==> config.mk <==
export PLATFORM = sky130hd
export DESIGN_NAME = reg_decode_ctrl
export DESIGN_NICKNAME = d
export VERILOG_FILES = /design/src/rtl/cpu_reg_pkg.sv /design/src/rtl/reg_scoreboard.sv /design/src/rtl/reg_decode_ctrl.sv
export SDC_FILE = /design/constraint.sdc
export NUM_CORES = 1
export LEC_CHECK = 0
export ABC_AREA = 1
export BUFFER_PORTS_ARGS = -buffer_cell sky130_fd_sc_hd__buf_2
export CAP_MARGIN = 10
export CORE_ASPECT_RATIO = 0.8
export CORE_MARGIN = 2
export CORE_UTILIZATION = 60
export DETAILED_ROUTE_END_ITERATION = 8
export PLACE_DENSITY = 0.85
export REMOVE_ABC_BUFFERS = 1
export SYNTH_ARGS = -nofsm -noshare
export SYNTH_HDL_FRONTEND = slang
export SYNTH_SLANG_ARGS = --single-unit
==> constraint.sdc <==
create_clock -name clk -period 3.66 [get_ports clk]
set_input_delay 0.183 -clock clk [delete_from_list [all_inputs] [get_ports clk]]
set_output_delay 0.183 -clock clk [all_outputs]
set_load 0.03 [all_outputs]
==> src/rtl/cpu_reg_pkg.sv <==
// cpu_reg_pkg: shared constants and helpers for the register decode/scoreboard logic.
package cpu_reg_pkg;
    localparam int DEF_NUM_REGS = 16;
    localparam logic [6:0] SRC_SEL_IMM = 7'd0;

    function automatic logic [63:0] onehot_dec(input logic [5:0] idx);
        return 64'(1) << idx;
    endfunction

    // Select 0 is reserved for the immediate, so register i maps to i+1.
    function automatic logic [6:0] idx_to_sel(input logic imm, input logic [5:0] idx);
        return imm ? SRC_SEL_IMM : {1'b0, idx} + 7'd1;
    endfunction
endpackage

==> src/rtl/reg_scoreboard.sv <==
// reg_scoreboard: pending-write vector, outstanding count, RAW/WAW/full stall and writeback error flag.
module reg_scoreboard
    import cpu_reg_pkg::*;
#(
    parameter int NUM_REGS = DEF_NUM_REGS,
    parameter int ADDR_W   = $clog2(NUM_REGS),
    parameter int MAX_PEND = 4,
    parameter int BYPASS   = 0,
    parameter int CNT_W    = $clog2(MAX_PEND + 1)
) (
    input  logic              clk,
    input  logic              reset,
    input  logic              dec_valid,
    input  logic [ADDR_W-1:0] rsrc_addr,
    input  logic [ADDR_W-1:0] rdst_addr,
    input  logic              src_imm,
    input  logic              wr_req,
    input  logic              wb_valid,
    input  logic [ADDR_W-1:0] wb_addr,
    output logic              dec_ready,
    output logic              wb_hit,
    output logic [CNT_W-1:0]  pend_cnt,
    output logic              wb_err
);
    logic [NUM_REGS-1:0] pend_q, pend_d, pend_eff, clr_vec, set_vec;
    logic [CNT_W-1:0]    pend_cnt_q, pend_cnt_d, cnt_eff;
    logic                wb_err_q, wb_err_d;
    logic                byp, raw, waw, full, set_en;

    always_comb begin
        wb_hit     = wb_valid && pend_q[wb_addr];
        clr_vec    = wb_hit ? NUM_REGS'(onehot_dec(6'(wb_addr))) : '0;
        // With bypass, a retiring writeback is treated as already gone for the stall decision.
        byp        = (BYPASS != 0) && wb_hit;
        pend_eff   = byp ? (pend_q & ~clr_vec) : pend_q;
        cnt_eff    = pend_cnt_q - CNT_W'(byp);
        raw        = !src_imm && pend_eff[rsrc_addr];
        waw        = wr_req && pend_eff[rdst_addr];
        full       = wr_req && (cnt_eff == CNT_W'(MAX_PEND));
        dec_ready  = !(raw || waw || full);
        set_en     = dec_valid && dec_ready && wr_req;
        set_vec    = set_en ? NUM_REGS'(onehot_dec(6'(rdst_addr))) : '0;
        pend_d     = (pend_q & ~clr_vec) | set_vec;
        pend_cnt_d = pend_cnt_q + CNT_W'(set_en) - CNT_W'(wb_hit);
        wb_err_d   = wb_err_q || (wb_valid && !pend_q[wb_addr]);
    end

    always_ff @(posedge clk or posedge reset) begin
        if (reset) begin
            pend_q     <= '0;
            pend_cnt_q <= '0;
            wb_err_q   <= 1'b0;
        end else begin
            pend_q     <= pend_d;
            pend_cnt_q <= pend_cnt_d;
            wb_err_q   <= wb_err_d;
        end
    end

    assign pend_cnt = pend_cnt_q;
    assign wb_err   = wb_err_q;
endmodule

==> src/rtl/reg_decode_ctrl.sv <==
// reg_decode_ctrl: register address decoder with write scoreboard; registers issue fields and the one-hot write enable.
module reg_decode_ctrl
    import cpu_reg_pkg::*;
#(
    parameter int NUM_REGS = DEF_NUM_REGS,
    parameter int ADDR_W   = $clog2(NUM_REGS),
    parameter int MAX_PEND = 4,
    parameter int BYPASS   = 0,
    parameter int CNT_W    = $clog2(MAX_PEND + 1)
) (
    input  logic                clk,
    input  logic                reset,
    input  logic                dec_valid,
    output logic                dec_ready,
    input  logic [ADDR_W-1:0]   rsrc_addr,
    input  logic [ADDR_W-1:0]   rdst_addr,
    input  logic                src_imm,
    input  logic                wr_req,
    output logic                iss_valid,
    output logic [ADDR_W:0]     iss_src_sel,
    output logic [ADDR_W-1:0]   iss_dst_idx,
    input  logic                wb_valid,
    input  logic [ADDR_W-1:0]   wb_addr,
    output logic [NUM_REGS-1:0] dst_we,
    output logic [CNT_W-1:0]    pend_cnt,
    output logic                wb_err
);
    localparam int SEL_W = ADDR_W + 1;

    logic                iss_valid_q, iss_valid_d;
    logic [ADDR_W:0]     iss_src_sel_q, iss_src_sel_d;
    logic [ADDR_W-1:0]   iss_dst_idx_q, iss_dst_idx_d;
    logic [NUM_REGS-1:0] dst_we_q, dst_we_d;
    logic                accept, wb_hit;

    reg_scoreboard #(
        .NUM_REGS(NUM_REGS),
        .ADDR_W  (ADDR_W),
        .MAX_PEND(MAX_PEND),
        .BYPASS  (BYPASS),
        .CNT_W   (CNT_W)
    ) u_sb (
        .clk      (clk),
        .reset    (reset),
        .dec_valid(dec_valid),
        .rsrc_addr(rsrc_addr),
        .rdst_addr(rdst_addr),
        .src_imm  (src_imm),
        .wr_req   (wr_req),
        .wb_valid (wb_valid),
        .wb_addr  (wb_addr),
        .dec_ready(dec_ready),
        .wb_hit   (wb_hit),
        .pend_cnt (pend_cnt),
        .wb_err   (wb_err)
    );

    always_comb begin
        accept        = dec_valid && dec_ready;
        iss_valid_d   = accept;
        iss_src_sel_d = accept ? SEL_W'(idx_to_sel(src_imm, 6'(rsrc_addr))) : iss_src_sel_q;
        iss_dst_idx_d = accept ? rdst_addr : iss_dst_idx_q;
        dst_we_d      = wb_hit ? NUM_REGS'(onehot_dec(6'(wb_addr))) : '0;
    end

    always_ff @(posedge clk or posedge reset) begin
        if (reset) begin
            iss_valid_q   <= 1'b0;
            iss_src_sel_q <= '0;
            iss_dst_idx_q <= '0;
            dst_we_q      <= '0;
        end else begin
            iss_valid_q   <= iss_valid_d;
            iss_src_sel_q <= iss_src_sel_d;
            iss_dst_idx_q <= iss_dst_idx_d;
            dst_we_q      <= dst_we_d;
        end
    end

    assign iss_valid   = iss_valid_q;
    assign iss_src_sel = iss_src_sel_q;
    assign iss_dst_idx = iss_dst_idx_q;
    assign dst_we      = dst_we_q;
endmodule

==> Yosys cells after proc, flatten, opt, wreduce, memory -nomap -nowiden <==
Cells that the tools add are included.
{ "totals": {"regBits": 46, "input_bits": 18, "out_inout_bits": 31, "wordCells": 41} }
{ "op_classes": {"addsub": 3, "magnitude_cmp": 3, "eq_ne": 1, "shifts": 2, "muxes": 9, "n_bitwise": 3, "reduce_logical": 13} }
{ "op_table": {"columns": ["op", "count"], "rows": [
  ["2-to-1 mux 16 bit", 2],
  ["<< shifter 1 x 4 -> 16 bit, first input constant", 2],
  ["AND 16 bit", 1],
  ["inverter 16 bit", 1],
  ["bitwise OR 16 bit", 1],
  ["less-than comparator 4 x 5 -> 1 bit, second input constant", 3],
  ["binary-select mux 1 bit (select 4 bit)", 3],
  ["logical AND 1 bit", 7],
  ["adder 4 x 1 -> 5 bit, second input constant", 1],
  ["2-to-1 mux 5 bit", 1],
  ["adder 3 x 1 -> 3 bit", 1],
  ["== test 3 bit, second input constant", 1],
  ["logical NOT 1 bit", 3],
  ["logical OR 1 bit", 3],
  ["2-to-1 mux 1 bit", 3],
  ["subtractor 3 x 1 -> 3 bit", 1]
]} }

==> Logic depth before layout (Yosys ltp) <==
Gate-level depths: netlist of the first run.
{ "depth": {"depth_word": 10, "depth_mapped": 15, "depth_no_buf": 15} }

==> Hierarchy <==
A second synthesis of the first run with hierarchy kept.
{ "hier_totals": {"hier_cells": 369, "hier_area_um2": 2687.6} }
{ "modules_own_cells": {"columns": ["mod", "n_inst", "cells_per_inst", "area_per_inst_um2"], "rows": [
  ["reg_scoreboard", 1, 273, 1716.6],
  ["reg_decode_ctrl", 1, 96, 970.9]
]} }

==> Worst setup path after synthesis of the first run <==
OpenSTA, ideal clock, no wires.
{ "synth_timing": {"kind": "reg2reg", "startpoint": "register u_sb.pend_q[4] (netlist: u_sb.pend_eff[4])", "endpoint": "register u_sb.pend_cnt_q[2] (netlist: u_sb.pend_cnt[2])", "setup_ns": 0.123, "arrival_time_ns": 2.020, "required_time_ns": 3.537, "setup_slack_ns": 1.517, "path_stages_with_launch": 13, "period_less_slack_ns": 2.143, "cell_sequence": "dfrtp_1 inv_1 nor2_1 nor4_1 nor2_2 nand2_1 a21oi_1 ha_1 inv_1 ha_1 inv_1 fa_1 xnor2_1"} }
{ "synth_via": {"elab_chain_len": 10, "elab_cells_between_ends": 16, "cone_classes": "add/sub: 2; mux: 6; reduce/logical: 8"} }
{ "synth_rtl": {"columns": ["element", "line", "text"], "rows": [
  ["start, declared", "reg_scoreboard.sv:25", "logic [NUM_REGS-1:0] pend_q, pend_d, pend_eff, clr_vec, set_vec;"],
  ["start signal, assigned", "reg_scoreboard.sv:54", "pend_q <= pend_d;"],
  ["binary-select mux 1 bit (select 4 bit), on equally long branches", "reg_scoreboard.sv:37, reg_scoreboard.sv:38", null],
  ["2-to-1 mux 1 bit, on equally long branches", "reg_scoreboard.sv:37, reg_scoreboard.sv:38", null],
  ["logical AND 1 bit, on equally long branches", "reg_scoreboard.sv:37, reg_scoreboard.sv:38", null],
  ["logical OR 1 bit (2 in a row)", "reg_scoreboard.sv:40", "dec_ready = !(raw || waw || full);"],
  ["logical NOT 1 bit", "reg_scoreboard.sv:40", null],
  ["logical AND 1 bit (2 in a row)", "reg_scoreboard.sv:41", "set_en = dec_valid && dec_ready && wr_req;"],
  ["adder 3 x 1 -> 3 bit", "reg_scoreboard.sv:44", "pend_cnt_d = pend_cnt_q + CNT_W'(set_en) - CNT_W'(wb_hit);"],
  ["subtractor 3 x 1 -> 3 bit *", "reg_scoreboard.sv:44", null],
  ["via u_sb.pend_cnt_d[2]", "reg_scoreboard.sv:26", "logic [CNT_W-1:0] pend_cnt_q, pend_cnt_d, cnt_eff;"],
  ["end signal, assigned", "reg_scoreboard.sv:55", "pend_cnt_q <= pend_cnt_d;"],
  ["end, declared", "reg_scoreboard.sv:26", null]
]} }
The timed path passes the listed nets; every way through them passes the cells marked *. The select of a mux whose other input is x is not followed.
A chain may end at the register's enable or synchronous reset.

==> Worst setup path after layout of the first run <==
Same ends and word-level chain as after synthesis.

==> results of run 1 <==
==> stage by stage <==
stage | setup WS (ps) | hold WS, ps | std cells
6_report | 1130 | 7.75 | 464
2_1_floorplan | 1520 | 330 | 347
4_1_cts | 1130 | 25.0 | 464
3_3_place_gp | 1230 | 344 | 456
3_5_place_dp | 1070 | 364 | 456
5_1_grt | 960 | 63.7 | 464
==> cell usage after synthesis (2+ instances only) <==
cell type	count	area [sq um]
nor3_1	3	15.0
nand4_1	33	206
nand3_2	5	50.1
buf_6	7	78.8
inv_1	65	244
nand2_1	90	338
nor2_1	25	93.8
a21oi_1	4	20.0
nor2_2	5	31.3
o21ai_0	3	15.0
xnor2_1	2	17.5
clkbuf_1	3	11.3
nor2_4	2	22.5
nor4_1	5	31.3
ha_1	3	37.5
o21bai_1	9	67.6
nand3_1	26	130
o21ai_1	5	25.0
dfrtp_1	46	1150
nand2_2	5	31.3
buf_2	2	10.0
==> logic make-up after synthesis <==
family | after synthesis | share of synthesized area
AOI/OAI and AO/OA | 26 | 0.0601
and+or+nand+nor | 202 | 0.361
xor gates and xnor gates | 2 | 0.00633
adders and majority gates | 4 | 0.0208
DFF | 46 | 0.416
buffers and inverters | 81 | 0.136
==> sequential cells by signal (all words and copies together) (netlist names) <==
signal,cells
dst_we,16
u_sb.pend_eff,16
u_sb.pend_cnt,3
u_sb.wb_err,1
iss_valid,1
iss_dst_idx,4
iss_src_sel,5
==> layer usage <==
layer  vias up  track usage  wire, um
met2       121        0.402      2940
met3        14       0.0682       569
met4         0       0.0996       113
met1      1174        0.385      2970
met5         -            0         0
li1       1247            -         -
==> power by group through the flow <==
stage	Sequential (mW)	Combinational, mW	Clock (mW)
after floorplan	0.773	0.346	0
after global placement	0.707	0.578	0
after detailed placement	0.711	0.598	0
after CTS	0.703	0.599	0.329
after global routing	0.717	0.669	0.350
final	0.706	0.601	0.324
==> critical path, cell delays in order, from the launching register on <==
cell	delay [ps]
dfrtp_1	400
inv_1	130
nor2_1	60
nor4_1	410
nor2_2	160
nand2_1	120
a21oi_1	110
ha_1	280
inv_1	60
ha_1	130
inv_1	40
fa_1	370
xnor2_1	190
==> final cells by class <==
cell class | count | area (sq um)
Clock inverter | 3 | 23.8
Clock buffer | 5 | 68.8
Multi-Input combinational cell | 234 | 1240
Fill cell | 406 | 1450
Tap cell | 60 | 75.1
Inverter | 67 | 254
Sequential cell | 46 | 1150
Timing Repair Buffer | 49 | 248
==> path summary, 6_finish.rpt <==
check,from,to,cells past startpoint
hold / removal,reset,dst_we[4],3
setup / recovery,u_sb.pend_eff[4],u_sb.pend_cnt[2],12
min in group clk,src_imm,iss_src_sel[1],4
hold reg to reg,iss_src_sel[3],iss_src_sel[3],2
max in group asynchronous,reset,iss_src_sel[0],3
setup reg to reg,u_sb.pend_eff[4],u_sb.pend_cnt[2],12
==> impl_metrics.ini, run 1 <==
[logic_synthesis]
yosysWarnings = 0
syn_avg_cell_area_sq_um = 7.67
ys_ff_latch = 46
seq_area_frac_synth = 0.416
synth-edff-count = 0
synth_cells = 361
async_flop_share = 1.00
synth_cell_types = 34
synth_ff_type = dfrtp_1
synthesis.area_sq_um = 2770

[cts]
cts_tree = done
clkLatencyLatePin_ps = 310
cts.path.max_buffers = 2
cts_root_buf = clkbuf_8
post-cts-setup-buffer-count = 0
cts_htree_levels = 2
cts_buffers = 5
numClockSinks = 46
postCtsHoldBufs = 0
clk_pin_slew_ps = 100
cts_resized = 0

[power_and_ir_drop]
peakVddDrop_mv = 0.301
p_clk_frac = 0.198
p_per_area_nw_per_um2 = 533
p_int_uw = 944
power_frac_comb = 0.369
power_switching_share = 0.421
switchingPower_uw = 687
leakagePower_nw = 1.80
power_frac_seq = 0.433
finalPower_mw = 1.63

[routing]
drt_wl_total_um = 6600
dr.pass1.iters = 5
routedWlPerCell_um = 14.2
via_per_inst = 5.51
drt_iter0_drc = 187
antenna_violating_nets_post_route = 0
vias = 2556
drt_drc_violations_left = 0

[critical_path]
reg2reg_slack_ps = 1130
required_ps = 3880
crit_path_end_kind = flop
path_class = flop to flop
cp-start-kind = flop
cp.arrival_ps = 2760
path_max_fanout = 9

[hold_path]
hold_path_class = input port to async pin

[cells_and_area]
drive_gt1_frac = 0.200
antennaDiodeCount = 0
syn_to_final_growth_pct = 10.6
layout_common_cells = 90 x nand2_1, 64 x inv_1, 48 x buf_2
finish.instance_area_sq_um = 3060
final_common_cell = nand2_1
nets = 425
fin_util = 0.678

[run]
maxCapViolations = 0

[die]
start_util = 0.613
core_sq_um = 4510
dieWidth_um = 80.0
row_count = 22
io_pins = 49
dieArea_sq_um = 5180
die_height_um = 64.8

[placed_design]
placed_cell_area_sq_um = 2970
io_buffers = 48
dp_hpwl_um = 4940
gp_congestion = 0.904

[global_route]
antenna_found_initial = 0
grt_pass1_wl_um = 10700
grt_start_max_net_pins = 47
grt_overflow = 0
grt_pass1_vias = 2264
grt_usage = 0.271

[sta]
post-route-period-util = 0.693
rsz0062_at_grt = false
maxSlewViolCount = 0
tns_ps = 0
max_freq_mhz = 394
period_needed_ps = 2530
final-setup-viol-count = 0
hold_viol_final = 0
worst_slew_pin_slew_ps = 564
slew-limit-headroom = 0.624
finClkSkew_ps = 9.06

[outcome]
outcome = complete, no violations
Note: power is estimated with default switching activity, not from simulation.
==> run 2, diff against run 1 <==
Settings changed: CORE_UTILIZATION 60 to 56, PLACE_DENSITY 0.85 to 0.8.
Clock period 3.66 ns to 2.4 ns, I/O delays scaled along.
==> run 2 against run 1 <==
Clock power rose by 85%. Cell count rose by 1.5%. Die area rose by 6.7%. Power rose by 60%. Non-clock buffer count rose by 7. Setup slack got worse by 930 ps. Critical endpoint unchanged. Via count rose by 2.0%.
==> impl_metrics.ini, run 2 (synthesis results as in run 1) <==
[critical_path]
crit_top_cell = inv_1
cp_top_family = adder cells
cp.arrival_ps = 2430
critPathBufInv = 3
critical-path-max-stage-delay_ps = 390
path_class = flop to flop
cp_cell_sequence = inv_1 > o22ai_1 > a21oi_1 > nand3_1 > nand2_1 > a21oi_1 > ha_1 > inv_1 > ha_1 > inv_1 > fa_1 > xnor2_1
cp-start-kind = flop
worstRegToRegCells = 12
rr_startpoint = u_sb.pend_eff[3]
reg2reg_slack_ps = 200
crit_slowest_cell = dfrtp_1
crit_path_end_kind = flop
path_max_fanout = 3
worst_r2r_endpoint = u_sb.pend_cnt[2]
required_ps = 2630
critPathLaunch = u_sb.pend_eff[3]

[power_and_ir_drop]
power_switching_share = 0.400
p_int_mw = 1.57
finalPower_mw = 2.61
peakVddDrop_mv = 0.509
switchingPower_mw = 1.04
power_frac_comb = 0.359
p_clk_frac = 0.229
leakagePower_nw = 1.85
power_frac_seq = 0.412
p_per_area_nw_per_um2 = 829

[sta]
hold_viol_final = 0
rsz0062_at_grt = false
tns_ps = 0
setup_ws_ps = 196
max_freq_mhz = 454
period_needed_ps = 2200
slew-limit-headroom = 0.560
final-setup-viol-count = 0
post-route-period-util = 0.918
worst_slew_pin_slew_ps = 656
maxSlewViolCount = 0
finClkSkew_ps = 4.78

[global_route]
grt_usage = 0.279
grt_pass1_vias = 2388
grt_pass1_wl_um = 11500
antenna_found_initial = 0
grt_overflow = 0
grt_start_max_net_pins = 30

[cts]
clk_pin_slew_ps = 90
post-cts-setup-buffer-count = 0
cts_root_buf = clkbuf_8
cts_buffers = 5
cts_htree_levels = 2
cts.path.max_buffers = 2
clkLatencyLatePin_ps = 310
cts_tree = done
numClockSinks = 46

[cells_and_area]
stdcell_count = 471
nets = 432
antennaDiodeCount = 0
drive_gt1_frac = 0.214
layout_common_cells = 90 x nand2_1, 64 x inv_1, 48 x buf_2
seq_area_sq_um = 1150
multi_input_area_sq_um = 1250
finish.instance_area_sq_um = 3150
fillers = 404
syn_to_final_growth_pct = 13.7
final_common_cell = nand2_1

[outcome]
outcome = complete, no violations

[die]
dieWidth_um = 82.6
die_height_um = 66.9
core_sq_um = 4680
io_pins = 49
start_util = 0.592
dieArea_sq_um = 5530
row_count = 22

[run]
maxCapViolations = 0

[hold_path]
worstHoldPathCells = 4
worstHoldEndpoint = iss_src_sel[1]
hold_path_class = input port to flop
hold_start = src_imm

[routing]
dr.pass1.iters = 5
drt_drc_violations_left = 0
antenna_violating_nets_post_route = 0
routed.top_layer = met4
dr_wl_met3_um = 576
vias = 2608
drt_wl_total_um = 6900
via_per_inst = 5.54
drt_iter0_drc = 210
routedWlPerCell_um = 14.6
wl_met2_um = 3160
met1Wirelength_um = 3070

[placed_design]
io_buffers = 48
dp_hpwl_um = 5150
place_inst = 462
place_ws_ps = 78.0
placed_cell_area_sq_um = 3010
gp_congestion = 0.966
## run 2: cell types whose count changed in the layout (fill, tap and decap cells not counted)
cell,previous run,this run
clkinvlp_4,2,1
bufinv_16,0,1
buf_4,1,7
inv_6,1,0
dlygate4sd3_1,0,1
inv_8,0,1
nor4_1,5,4
nor4_2,0,1
## run 2: cell type report
cell class	instances	area share
clock inverter	3	0.0155
inverter	67	0.0807
multi-input combinational	234	0.396
timing repair buffer	56	0.0962
tap	60	0.0238
clock buffer	5	0.0219
sequential	46	0.366
## run 2: through the flow
stage               hold WS, ps   util
floorplan                   267      -
global placement            147  0.644
detailed placement          152  0.644
CTS                         137  0.671
global route                133  0.673
finish                      140  0.673
## run 2: tightest hold or removal path: cells and delay by family
family        cells  cell delay [ps]
buf+inv           1              110
simple gates      3              170
## run 2: per-layer routing
layer  global-route usage  vias to the layer above
li1                     -                     1255
met1                0.401                     1199
met2                0.426                      142
met3               0.0664                       12
met4               0.0615                        0
met5                    0                        -
## run 2: how the worst max path moves through the flow
stage / endpoint / slack, ps / depth (start not counted)
2_1_floorplan: u_sb.pend_cnt[2] / 260 / 12
3_3_place_gp: u_sb.pend_cnt[2] / 240 / 14
3_5_place_dp: u_sb.pend_cnt[2] / 80 / 14
4_1_cts: u_sb.pend_cnt[2] / 150 / 12
5_1_grt: u_sb.pend_cnt[2] / 5 / 12
6_report: u_sb.pend_cnt[2] / 200 / 12
## run 2: power by group through the flow
stage          registers [mW]  clock network, mW  logic, mW
5_1_grt                  1.09              0.662       1.04
3_5_place_dp             1.08                  0      0.924
2_1_floorplan            1.18                  0      0.528
3_3_place_gp             1.08                  0      0.896
6_report                 1.07              0.598      0.937
4_1_cts                  1.07              0.610      0.932
## run 2: repair_timing
item	CTS	global route
hold endpoints to repair	17	0
setup endpoints to repair	0	1
resized for setup	0	1
hold buffers	1	0
==> run 3, diff against run 2 <==
Settings changed: REMOVE_ABC_BUFFERS 1 to default.
==> run 3 against run 2 <==
Flip-flop and latch count stayed put. Count of clock-buffer cells in the layout is the same. Via count is 1.7% lower. Non-clock buffer count rose by 2. Largest cell class unchanged. Highest routed layer unchanged.
==> impl_metrics.ini, run 3 (synthesis results as in run 1) <==
[routing]
dr_wl_met3_um = 501
wl_met2_um = 3080
drt_wl_total_um = 6950
drt_drc_violations_left = 0
drt_iter0_drc = 191
routedWlPerCell_um = 14.7
met1Wirelength_um = 3310
via_per_inst = 5.42
vias = 2563
routed.top_layer = met4
antenna_violating_nets_post_route = 0
dr.pass1.iters = 4

[cts]
cts_tree = done
cts_htree_levels = 2
cts_buffers = 5
clk_pin_slew_ps = 90
numClockSinks = 46
cts_root_buf = clkbuf_8
clkLatencyLatePin_ps = 300
cts.path.max_buffers = 2

[die]
die_height_um = 66.9
io_pins = 49
core_sq_um = 4680
dieWidth_um = 82.6
start_util = 0.592
dieArea_sq_um = 5530
row_count = 22

[sta]
max_freq_mhz = 449
finClkSkew_ps = 10.5
hold_viol_final = 0
rsz0062_at_grt = false
slew-limit-headroom = 0.608
tns_ps = 0
holdWs_ps = 136
worst_slew_pin_slew_ps = 588
final-setup-viol-count = 0
post-route-period-util = 0.929
period_needed_ps = 2230
maxSlewViolCount = 0

[power_and_ir_drop]
peakVddDrop_mv = 0.789
leakagePower_nw = 1.86
p_per_area_nw_per_um2 = 824
finalPower_mw = 2.60

[global_route]
grt_pass1_vias = 2368
antenna_found_initial = 0
grt_usage = 0.276
grt_overflow = 0
grt_start_max_net_pins = 47
grt_pass1_wl_um = 11300

[placed_design]
dp_hpwl_um = 5370
io_buffers = 48
place_inst = 463
gp_congestion = 0.914

[cells_and_area]
seq_area_sq_um = 1150
stdcell_count = 473
syn_to_final_growth_pct = 14.1
antennaDiodeCount = 0
fillers = 429
nets = 434
drive_gt1_frac = 0.223
multi_input_area_sq_um = 1250
layout_common_cells = 90 x nand2_1, 63 x inv_1, 48 x buf_2
final_common_cell = nand2_1

[logic_synthesis]
synth_nets = 383

[critical_path]
cp.arrival_ps = 2420
path_max_fanout = 3
path_class = flop to flop
required_ps = 2590
cp-start-kind = flop
crit_path_end_kind = flop

[outcome]
outcome = complete, no violations

[run]
maxCapViolations = 0

[hold_path]
hold_path_class = input port to flop
run 3: power by group:
part           internal, mW  total [mW]  switching [mW]
Clock                 0.312       0.586           0.273
Sequential            0.933        1.07           0.134
Combinational         0.332       0.949           0.618
Total                  1.58        2.60            1.03
run 3: layout make-up:
cell class              instances  area share
multi-input cells             234       0.395
flip-flops and latches         46       0.365
clock buffers                   5      0.0218
well taps                      60      0.0238
inverters                      67      0.0804
clock inverters                 3      0.0139
repair buffers                 58       0.101
run 3: routing by layer:
| layer | vias to the layer above | track usage |
|---|---|---|
| li1 | 1267 | - |
| met1 | 1197 | 0.416 |
| met2 | 91 | 0.408 |
| met3 | 8 | 0.0474 |
| met4 | 0 | 0.0676 |
| met5 | - | 0 |
run 3: repair_timing:
action / CTS / global route
buffers inserted: 0 / 1
resized for setup: 0 / 4
hold buffers: 1 / 0
hold endpoints to repair: 46 / 0
setup endpoints to repair: 0 / 2
run 3: critical path, cell delays in order (launching register included):
cell,delay (ps)
dfrtp_2,440
nand2_1,70
o21ai_1,70
nor4_2,290
nor2_2,60
nand2_1,80
a21oi_1,90
ha_1,270
inv_1,50
ha_1,140
inv_1,50
fa_1,370
xnor2_1,140
run 3: path summary, 6_finish.rpt:
| path | startpoint | slack, ps | depth (start not counted) | to |
|---|---|---|---|---|
| worst max-delay path | u_sb.pend_eff[6] | 170 | 12 | u_sb.pend_cnt[2] |
| worst min-delay path | src_imm | 140 | 4 | iss_src_sel[1] |
| worst max register to register | u_sb.pend_eff[6] | 170 | 12 | u_sb.pend_cnt[2] |
| worst min register to register | iss_dst_idx[1] | 470 | 2 | iss_dst_idx[1] |
| max in group asynchronous | reset | 1490 | 4 | u_sb.pend_eff[6] |
| min in group asynchronous | reset | 490 | 4 | dst_we[7] |
run 3: metrics by stage:
step | instance area, sq um | util | worst slack (ps)
floorplan | 2770 | - | 257
global placement | 3020 | 0.646 | 182
detailed placement | 3020 | 0.646 | 105
CTS | 3140 | 0.672 | 128
global route | 3160 | 0.675 | 15.3
finish | 3160 | 0.675 | 170
